`config.mk`:
```
export PLATFORM = sky130hd
export DESIGN_NAME = tick_timer_sched
export DESIGN_NICKNAME = d
export VERILOG_FILES = /design/src/rtl/tick_timer_sched.sv
export SDC_FILE = /design/constraint.sdc
export NUM_CORES = 1
export LEC_CHECK = 0
export ABC_CLOCK_PERIOD_IN_PS = 2750
export CAP_MARGIN = 5
export CORE_MARGIN = 2
export CORE_UTILIZATION = 45
export CTS_BUF_LIST = sky130_fd_sc_hd__clkbuf_8
export CTS_CLUSTER_DIAMETER = 150
export DETAILED_ROUTE_END_ITERATION = 10
export PLACE_DENSITY = 0.72
export SKIP_LAST_GASP = 1
export SLEW_MARGIN = 0
export SYNTH_ARGS = -nofsm -noshare
export SYNTH_HDL_FRONTEND = slang
export SYNTH_SLANG_ARGS = --single-unit
```
`constraint.sdc`:
```
create_clock -name Clk -period 2.75 [get_ports Clk]
set_clock_uncertainty 0.15 [all_clocks]
set_input_delay 0.825 -clock Clk [delete_from_list [all_inputs] [get_ports Clk]]
set_output_delay 0.825 -clock Clk [all_outputs]
set_load 0.01 [all_outputs]
```
`src/rtl/tick_timer_sched.sv`:
```
// tick_timer_sched: multi-channel microsecond timer scheduler.
// Turns rising edges of the divider output into one-Clk ticks, feeds NCH
// down-counting channels (one-shot or periodic), and exposes a small
// register slave with sticky expiry status and a maskable irq.
// Optional build macro: TICK_SCHED_SYNC_EN adds a 2-flop synchronizer on tick_in.
module tick_timer_sched #(
   parameter int unsigned NCH = 4,
   parameter int unsigned CW  = 16
) (
   input  logic           Clk,
   input  logic           ResetN,
   input  logic [3:0]     address,
   input  logic           write,
   input  logic [31:0]    writedata,
   input  logic           read,
   output logic [31:0]    readdata,
   input  logic           tick_in,
   output logic           div_run,
   output logic [NCH-1:0] expired,
   output logic           irq
);

   typedef enum logic [1:0] {StIdle, StArmed, StDone} ch_state_e;

   localparam logic [3:0] AddrCtrl   = 4'd0;
   localparam logic [3:0] AddrStatus = 4'd1;
   localparam logic [3:0] AddrMask   = 4'd2;

   logic            en_q, en_d;
   logic [NCH-1:0]  status_q, status_d, status_set;
   logic [NCH-1:0]  mask_q, mask_d;
   logic [31:0]     rdata_q, rdata_d;

   ch_state_e       state_q    [NCH];
   ch_state_e       state_d    [NCH];
   logic [CW-1:0]   cnt_q      [NCH];
   logic [CW-1:0]   cnt_d      [NCH];
   logic [CW-1:0]   reload_q   [NCH];
   logic [CW-1:0]   reload_d   [NCH];
   logic            periodic_q [NCH];
   logic            periodic_d [NCH];

   logic            tick_r_q, tick_prev_q, tick_p;

   // Upper write-data bits have no register behind them.
   logic unused_wdata;
   assign unused_wdata = ^writedata[31:18];

`ifdef TICK_SCHED_SYNC_EN
   logic sync1_q, sync2_q;

   // Resynchronize tick_in, then one more stage so the edge detector sees clean levels.
   always_ff @(posedge Clk or negedge ResetN) begin
      if (!ResetN) begin
         sync1_q     <= 1'b0;
         sync2_q     <= 1'b0;
         tick_r_q    <= 1'b0;
         tick_prev_q <= 1'b0;
      end else begin
         sync1_q     <= tick_in;
         sync2_q     <= sync1_q;
         tick_r_q    <= sync2_q;
         tick_prev_q <= tick_r_q;
      end
   end
`else
   // tick_in is already Clk-synchronous; register it once for edge detection.
   always_ff @(posedge Clk or negedge ResetN) begin
      if (!ResetN) begin
         tick_r_q    <= 1'b0;
         tick_prev_q <= 1'b0;
      end else begin
         tick_r_q    <= tick_in;
         tick_prev_q <= tick_r_q;
      end
   end
`endif

   // EN is sampled from the register, so a tick coinciding with an EN clear still lands.
   assign tick_p = tick_r_q & ~tick_prev_q & en_q;

   // Per-channel next state: a CFG write overrides any tick on the same cycle.
   always_comb begin
      status_set = '0;
      for (int c = 0; c < NCH; c++) begin
         state_d[c]    = state_q[c];
         cnt_d[c]      = cnt_q[c];
         reload_d[c]   = reload_q[c];
         periodic_d[c] = periodic_q[c];
         if (write && (address == 4'(4 + c))) begin
            reload_d[c]   = writedata[CW-1:0];
            periodic_d[c] = writedata[17];
            if (writedata[16] && (writedata[CW-1:0] != '0)) begin
               cnt_d[c]   = writedata[CW-1:0];
               state_d[c] = StArmed;
            end else begin
               cnt_d[c]   = '0;
               state_d[c] = StIdle;
            end
         end else if (tick_p && (state_q[c] == StArmed)) begin
            if (cnt_q[c] == CW'(1)) begin
               status_set[c] = 1'b1;
               if (periodic_q[c]) begin
                  cnt_d[c] = reload_q[c];
               end else begin
                  cnt_d[c]   = '0;
                  state_d[c] = StDone;
               end
            end else begin
               cnt_d[c] = cnt_q[c] - CW'(1);
            end
         end
      end
   end

   // Global registers; a new expiry beats a same-cycle write-1-to-clear.
   always_comb begin
      en_d     = en_q;
      mask_d   = mask_q;
      status_d = status_q;
      if (write && (address == AddrCtrl)) begin
         en_d = writedata[0];
      end
      if (write && (address == AddrMask)) begin
         mask_d = writedata[NCH-1:0];
      end
      if (write && (address == AddrStatus)) begin
         status_d = status_q & ~writedata[NCH-1:0];
      end
      status_d = status_d | status_set;
   end

   // Read mux; readdata is captured only on a read strobe and held otherwise.
   always_comb begin
      rdata_d = rdata_q;
      if (read) begin
         rdata_d = '0;
         if (address == AddrCtrl) begin
            rdata_d[0] = en_q;
         end
         if (address == AddrStatus) begin
            rdata_d[NCH-1:0] = status_q;
         end
         if (address == AddrMask) begin
            rdata_d[NCH-1:0] = mask_q;
         end
         for (int c = 0; c < NCH; c++) begin
            if (address == 4'(4 + c)) begin
               rdata_d[CW-1:0] = reload_q[c];
               rdata_d[16]     = (state_q[c] == StArmed);
               rdata_d[17]     = periodic_q[c];
            end
            if (address == 4'(8 + c)) begin
               rdata_d[CW-1:0] = cnt_q[c];
            end
         end
      end
   end

   // State registers for the register file and all channel FSMs.
   always_ff @(posedge Clk or negedge ResetN) begin
      if (!ResetN) begin
         en_q     <= 1'b0;
         status_q <= '0;
         mask_q   <= '0;
         rdata_q  <= '0;
         for (int c = 0; c < NCH; c++) begin
            state_q[c]    <= StIdle;
            cnt_q[c]      <= '0;
            reload_q[c]   <= '0;
            periodic_q[c] <= 1'b0;
         end
      end else begin
         en_q     <= en_d;
         status_q <= status_d;
         mask_q   <= mask_d;
         rdata_q  <= rdata_d;
         for (int c = 0; c < NCH; c++) begin
            state_q[c]    <= state_d[c];
            cnt_q[c]      <= cnt_d[c];
            reload_q[c]   <= reload_d[c];
            periodic_q[c] <= periodic_d[c];
         end
      end
   end

   assign readdata = rdata_q;
   assign div_run  = en_q;
   assign expired  = status_q;
   assign irq      = |(status_q & mask_q);

endmodule

```
==> metrics, run 1 <==
WP data required=2.97 ns; synthesized area=10200 um^2; routed vias/inst=6.41; Synth top area share=0.415; Avg WL per Cell=23.2 um; CP Launch Point=writedata[15]; WL final=39.7 mm; core area=22400 um^2; CP max-delay cell=clkdlybuf4s50_1; worst hold path type=input port to async pin; Chip Width=155 um; number of global-route vias before repair=10200; Final Hold Vio Count=0; first-pass detailed-route iteration total=6; Crit Path Max Fanout=5; port bufs=50; final core utilization=0.551; Syn Inst Count=1294; post-CTS setup buffers=0; cell chain of the critical path=clkdlybuf4s50_1 -> nor4_1 -> nand4_1 -> buf_4 -> and3_1 -> a221o_1; row cnt=55; CTS Sinks=169; RePlAce Congestion=1.13; gr usage total=0.337; Worst Slack Setup Final=0.0238 ns; drt drc=0; Max clock buf depth=2; top cells by area, synth=dfrtp_1, nand2_1, o21ai_0; ys flop type=dfrtp_1; R2R cell count=7; leakage=5.40 nW; TritonCTS buffer count=17; H-tree depth=4; Worst-path clk slew=0.10 ns; Max IR drop VDD=0.328 mV; RR Startpoint=cnt_q[27]; Ant. Diodes=0; Placement Setup Slack=-0.355 ns; die area=23900 um^2; fin crit period=2.73 ns; Syn-to-layout area delta=21.2%; Synth Register Bits=169; CTS root buf=clkbuf_8; critical path class=input port to register; Pwr per Cell Area=690 nW/um^2; RSZ-0062 raised after global routing=no; DP Wirelength=29.6 mm; f_max=0.367 GHz; Post-Syn Area per Cell=7.88 um^2; CP startpoint kind=input port; die span in y=155 um; Final Max Tran Viols=0; Commonest cells post-synth=nand2_1, dfrtp_1, nor2_1; top-count cell post-synth=nand2_1; EDFF count, synth=0; status=completed; fraction of layout cells with a size suffix above 1=0.145; post-route ant nets=0; Via Count=11000; later-pin clock latency in the skew report=0.48 ns; initial antenna violation count=0; Initial Utilization=0.455; sequential area share after synthesis=0.415; Post-layout nets=1462; max_cap viols=0; global route total overflow=0; Max transition margin=0.478; num ports=79; endpoints failing setup=0; TritonCTS clock tree=built; global-route wire length before repair=61.6 mm; Critical Path AT=2.94 ns; largest net degree at the start of global routing=47; Iter 0 DRT Violations=1582; Yosys top cell by area=dfrtp_1; Worst-Margin Slew=0.783 ns; Tcrit/Tclk final=0.991; YS warnings=0; crit end category=register; asr flop ratio synth=1.00; Yosys cell types=70; Worst path max stage delay=0.60 ns
[final cells by class]
type / count / area (um^2)
Clock inverter: 12 / 149
Fill cell: 2100 / 10100
Sequential cell: 169 / 4230
Inverter: 16 / 60.1
Timing Repair Buffer: 204 / 1840
Tap cell: 285 / 357
Multi-Input combinational cell: 1005 / 5470
Clock buffer: 19 / 262
[routing by layer]
layer,wire [um],track usage
met1,15700,0.460
met5,0,0
met3,4470,0.0728
met4,2060,0.153
met2,17500,0.517
[metrics by stage]
stage	instance area [um^2]	setup TNS, ns	hold slack [ns]	total power [mW]	cells
floorplan	10200	0	0.217	5.33	1307
global placement	11900	-17.62	0.233	6.46	1679
detailed placement	11900	-16.30	0.243	6.54	1679
CTS	12400	0	0.138	8.43	1710
global route	12400	0	0.159	8.97	1710
finish	12400	0	0.126	8.52	1710
[flip-flops by register name (all words and copies together), names as in the netlist]
| name | cells |
|---|---|
| div_run | 1 |
| periodic_q | 4 |
| reload_q | 64 |
| readdata | 18 |
| tick_r_q | 1 |
| mask_q | 4 |
| expired | 4 |
| cnt_q | 64 |
| state_q | 8 |
| tick_prev_q | 1 |
[kinds of logic after synthesis]
family | count (synthesis) | synth area share
muxes | 21 | 0.0226
buffers and inverters | 133 | 0.0563
adders and majority gates | 8 | 0.00981
DFF | 169 | 0.415
and+or+nand+nor | 580 | 0.252
AOI/OAI and AO/OA | 369 | 0.233
other | 1 | 0.000368
xor gates and xnor gates | 13 | 0.0112
[worst paths after layout]
| kind | end | slack (ns) |
|---|---|---|
| max in group asynchronous | reload_q[30] | 1.70 |
| min in group Clk | tick_prev_q | 0.27 |
| worst max-delay path | cnt_q[28] | 0.02 |
| worst min register to register | tick_prev_q | 0.27 |
| worst max register to register | cnt_q[22] | 0.12 |
| worst min-delay path | cnt_q[23] | 0.13 |
[where the power goes]
| part | internal, mW | switching [mW] |
|---|---|---|
| combinational | 1.17 | 1.45 |
| sequential | 3.07 | 0.925 |
| clock | 0.939 | 0.968 |
| total | 5.18 | 3.34 |
[layout by cell type (no fill, tap or decap), types with 8 or more instances in the layout]
cell type and count:
a22oi_1 27, a21o_1 8, conb_1 14, clkdlybuf4s50_1 48, nand2_1 310, o31ai_1 16
buf_4 139, a32oi_1 12, nor4_1 13, o21ai_0 87, ha_1 8, nor2_1 99
a21oi_1 82, and3_1 14, a31oi_1 27, inv_1 17, o221ai_1 9, nand3_1 43
o22ai_1 32, a211oi_1 9, mux2i_1 14, nor3_1 31, dfrtp_1 169, clkbuf_8 19
buf_12 15
[critical path, delay by kind of cell]
family	cells	cell delay [ns]
AND/OR/NAND/NOR	3	0.97
AO/OA/AOI/OAI	1	0.36
buffers and inverters	2	0.78
[timing repair]
action | CTS | global route
resized for setup | 0 | 1
setup endpoints to repair | 0 | 1
hold buffers | 0 | 0
No activity file was read; power rests on OpenSTA's default activity.
==> run 2, diff against run 1 <==
--- a/config.mk
+++ b/config.mk
@@ -7,7 +7,7 @@
 export LEC_CHECK = 0
 export ABC_CLOCK_PERIOD_IN_PS = 2750
 export CAP_MARGIN = 5
-export CORE_MARGIN = 2
+export CORE_MARGIN = 8
 export CORE_UTILIZATION = 45
 export CTS_BUF_LIST = sky130_fd_sc_hd__clkbuf_8
 export CTS_CLUSTER_DIAMETER = 150
==> run 2 against run 1 <==
  * The run now ends with setup timing left
  * Global-route usage shrank 4.2 points
  * Fmax shrank 1.9%
  * Sequential power shrank 1%
  * Non-clock buffer count grew 11
  * Worst hold slack lost 0.026 ns
  * Clock-buffer cell count shrank 1
  * Final cell count grew 0.70%
  * Critical path depth grew 1
==> metrics, run 2 (synthesis results as in run 1) <==
status=finished with violations; failing checks=setup timing; global route total overflow=0; Final Hold Vio Count=0; endpoints failing setup=2; RSZ-0062 raised after global routing=no; Worst path max stage delay=0.61 ns; fraction of layout cells with a size suffix above 1=0.150; port bufs=50; CTS root buf=clkbuf_8; H-tree depth=4; CP max-delay cell=clkdlybuf4s50_1; f_max=0.360 GHz; number of global-route vias before repair=10400; gr usage total=0.295; largest net degree at the start of global routing=58; Iter 0 DRT Violations=1382; crit end category=register; RR Startpoint=cnt_q[27]; core area=22400 um^2; num ports=79; commonest non-fill, non-tap cells in the layout=nand2_1, dfrtp_1, buf_4, nor2_1, o21ai_0; total power=8.69 mW; WP data required=2.96 ns; Worst Setup EP=cnt_q[40]; Tcrit/Tclk final=1.01; Initial Utilization=0.455; Critical R2R Capture=cnt_q[28]; TritonCTS buffer count=17; Worst-Margin Slew=0.790 ns; fin crit period=2.78 ns; leakage=5.44 nW; max_cap viols=0; post_cts resized=0; die span in y=167 um; Worst Slack Setup Final=-0.0303 ns; Multi-input gate area=5460 um^2; Critical Path AT=2.99 ns; FILL cells=2134; die area=27700 um^2; Hold Buf Count CTS=0; Worst-path clk slew=0.10 ns; Max IR drop VDD=0.326 mV; Post-layout nets=1473; initial antenna violation count=0; most common cell after layout, fill and taps aside=nand2_1; CP Launch Point=writedata[15]; CTS Sinks=169; Final Max Tran Viols=0; Ant. Diodes=0; row cnt=55; Crit Path Max Fanout=6; R2R cell count=6; Avg WL per Cell=24.1 um; Syn-to-layout area delta=21.5%; Chip Width=167 um; cell chain of the critical path=clkdlybuf4s50_1 -> nor4_1 -> nand4_1 -> and2_1 -> nand2_1 -> o22ai_1 -> a31o_2; Pwr per Cell Area=701 nW/um^2; routed vias/inst=6.38; Max clock buf depth=2; DP Wirelength=31.0 mm; RePlAce Congestion=1.03; worst hold path type=input port to async pin; register area=4230 um^2; flop2flop setup slack=0.09 ns; global-route wire length before repair=63.7 mm; later-pin clock latency in the skew report=0.48 ns; first-pass detailed-route iteration total=6; TritonCTS clock tree=built; Max transition margin=0.473; post-route ant nets=0; Placement Setup Slack=-0.339 ns; post-CTS setup buffers=0; critical path class=input port to register; WL final=41.4 mm; Via Count=11000; drt drc=0; CP startpoint kind=input port
run 2: worst min-delay path by stage:
stage	slack [ns]	depth (start not counted)	from	endpoint
after detailed placement	0.24	0	tick_r_q	tick_prev_q
final	0.10	1	ResetN	readdata[1]
after floorplan	0.22	0	tick_r_q	tick_prev_q
after global routing	0.12	1	ResetN	readdata[1]
after global placement	0.24	0	tick_r_q	tick_prev_q
after CTS	0.10	1	ResetN	readdata[1]
run 2: final cells by class:
class | count | area share
clock inverters | 14 | 0.0145
multi-input cells | 1005 | 0.441
inverters | 16 | 0.00485
clock buffers | 18 | 0.0200
repair buffers | 215 | 0.150
flip-flops and latches | 169 | 0.341
well taps | 285 | 0.0288
run 2: where the power goes:
| part | total (mW) | internal [mW] | switching [mW] |
|---|---|---|---|
| registers | 3.95 | 3.07 | 0.883 |
| clock network | 1.98 | 1.01 | 0.977 |
| logic | 2.75 | 1.22 | 1.53 |
| total | 8.69 | 5.29 | 3.39 |
run 2: critical path: cells and delay by family:
| kind | cells | cell delay (ns) |
|---|---|---|
| AO/OA/AOI/OAI | 2 | 0.36 |
| AND/OR/NAND/NOR | 4 | 1.20 |
| buffers and inverters | 1 | 0.61 |
run 2: per-layer routing:
metal,global-route usage,wire (um),vias to the layer above
li1,-,-,4881
met1,0.392,16300,5272
met2,0.447,18300,707
met3,0.0537,4450,131
met4,0.171,2370,0
met5,0,0,-
run 2: through the flow:
step | hold WS, ns | std cells | setup TNS, ns | instance area (um^2) | utilization
after floorplan | 0.217 | 1307 | 0 | 10200 | -
after global placement | 0.235 | 1690 | -16.61 | 12000 | 0.533
after detailed placement | 0.241 | 1690 | -19.70 | 12000 | 0.533
after CTS | 0.104 | 1722 | 0 | 12400 | 0.552
after global routing | 0.116 | 1722 | 0 | 12400 | 0.552
final | 0.100 | 1722 | -0.0419 | 12400 | 0.552
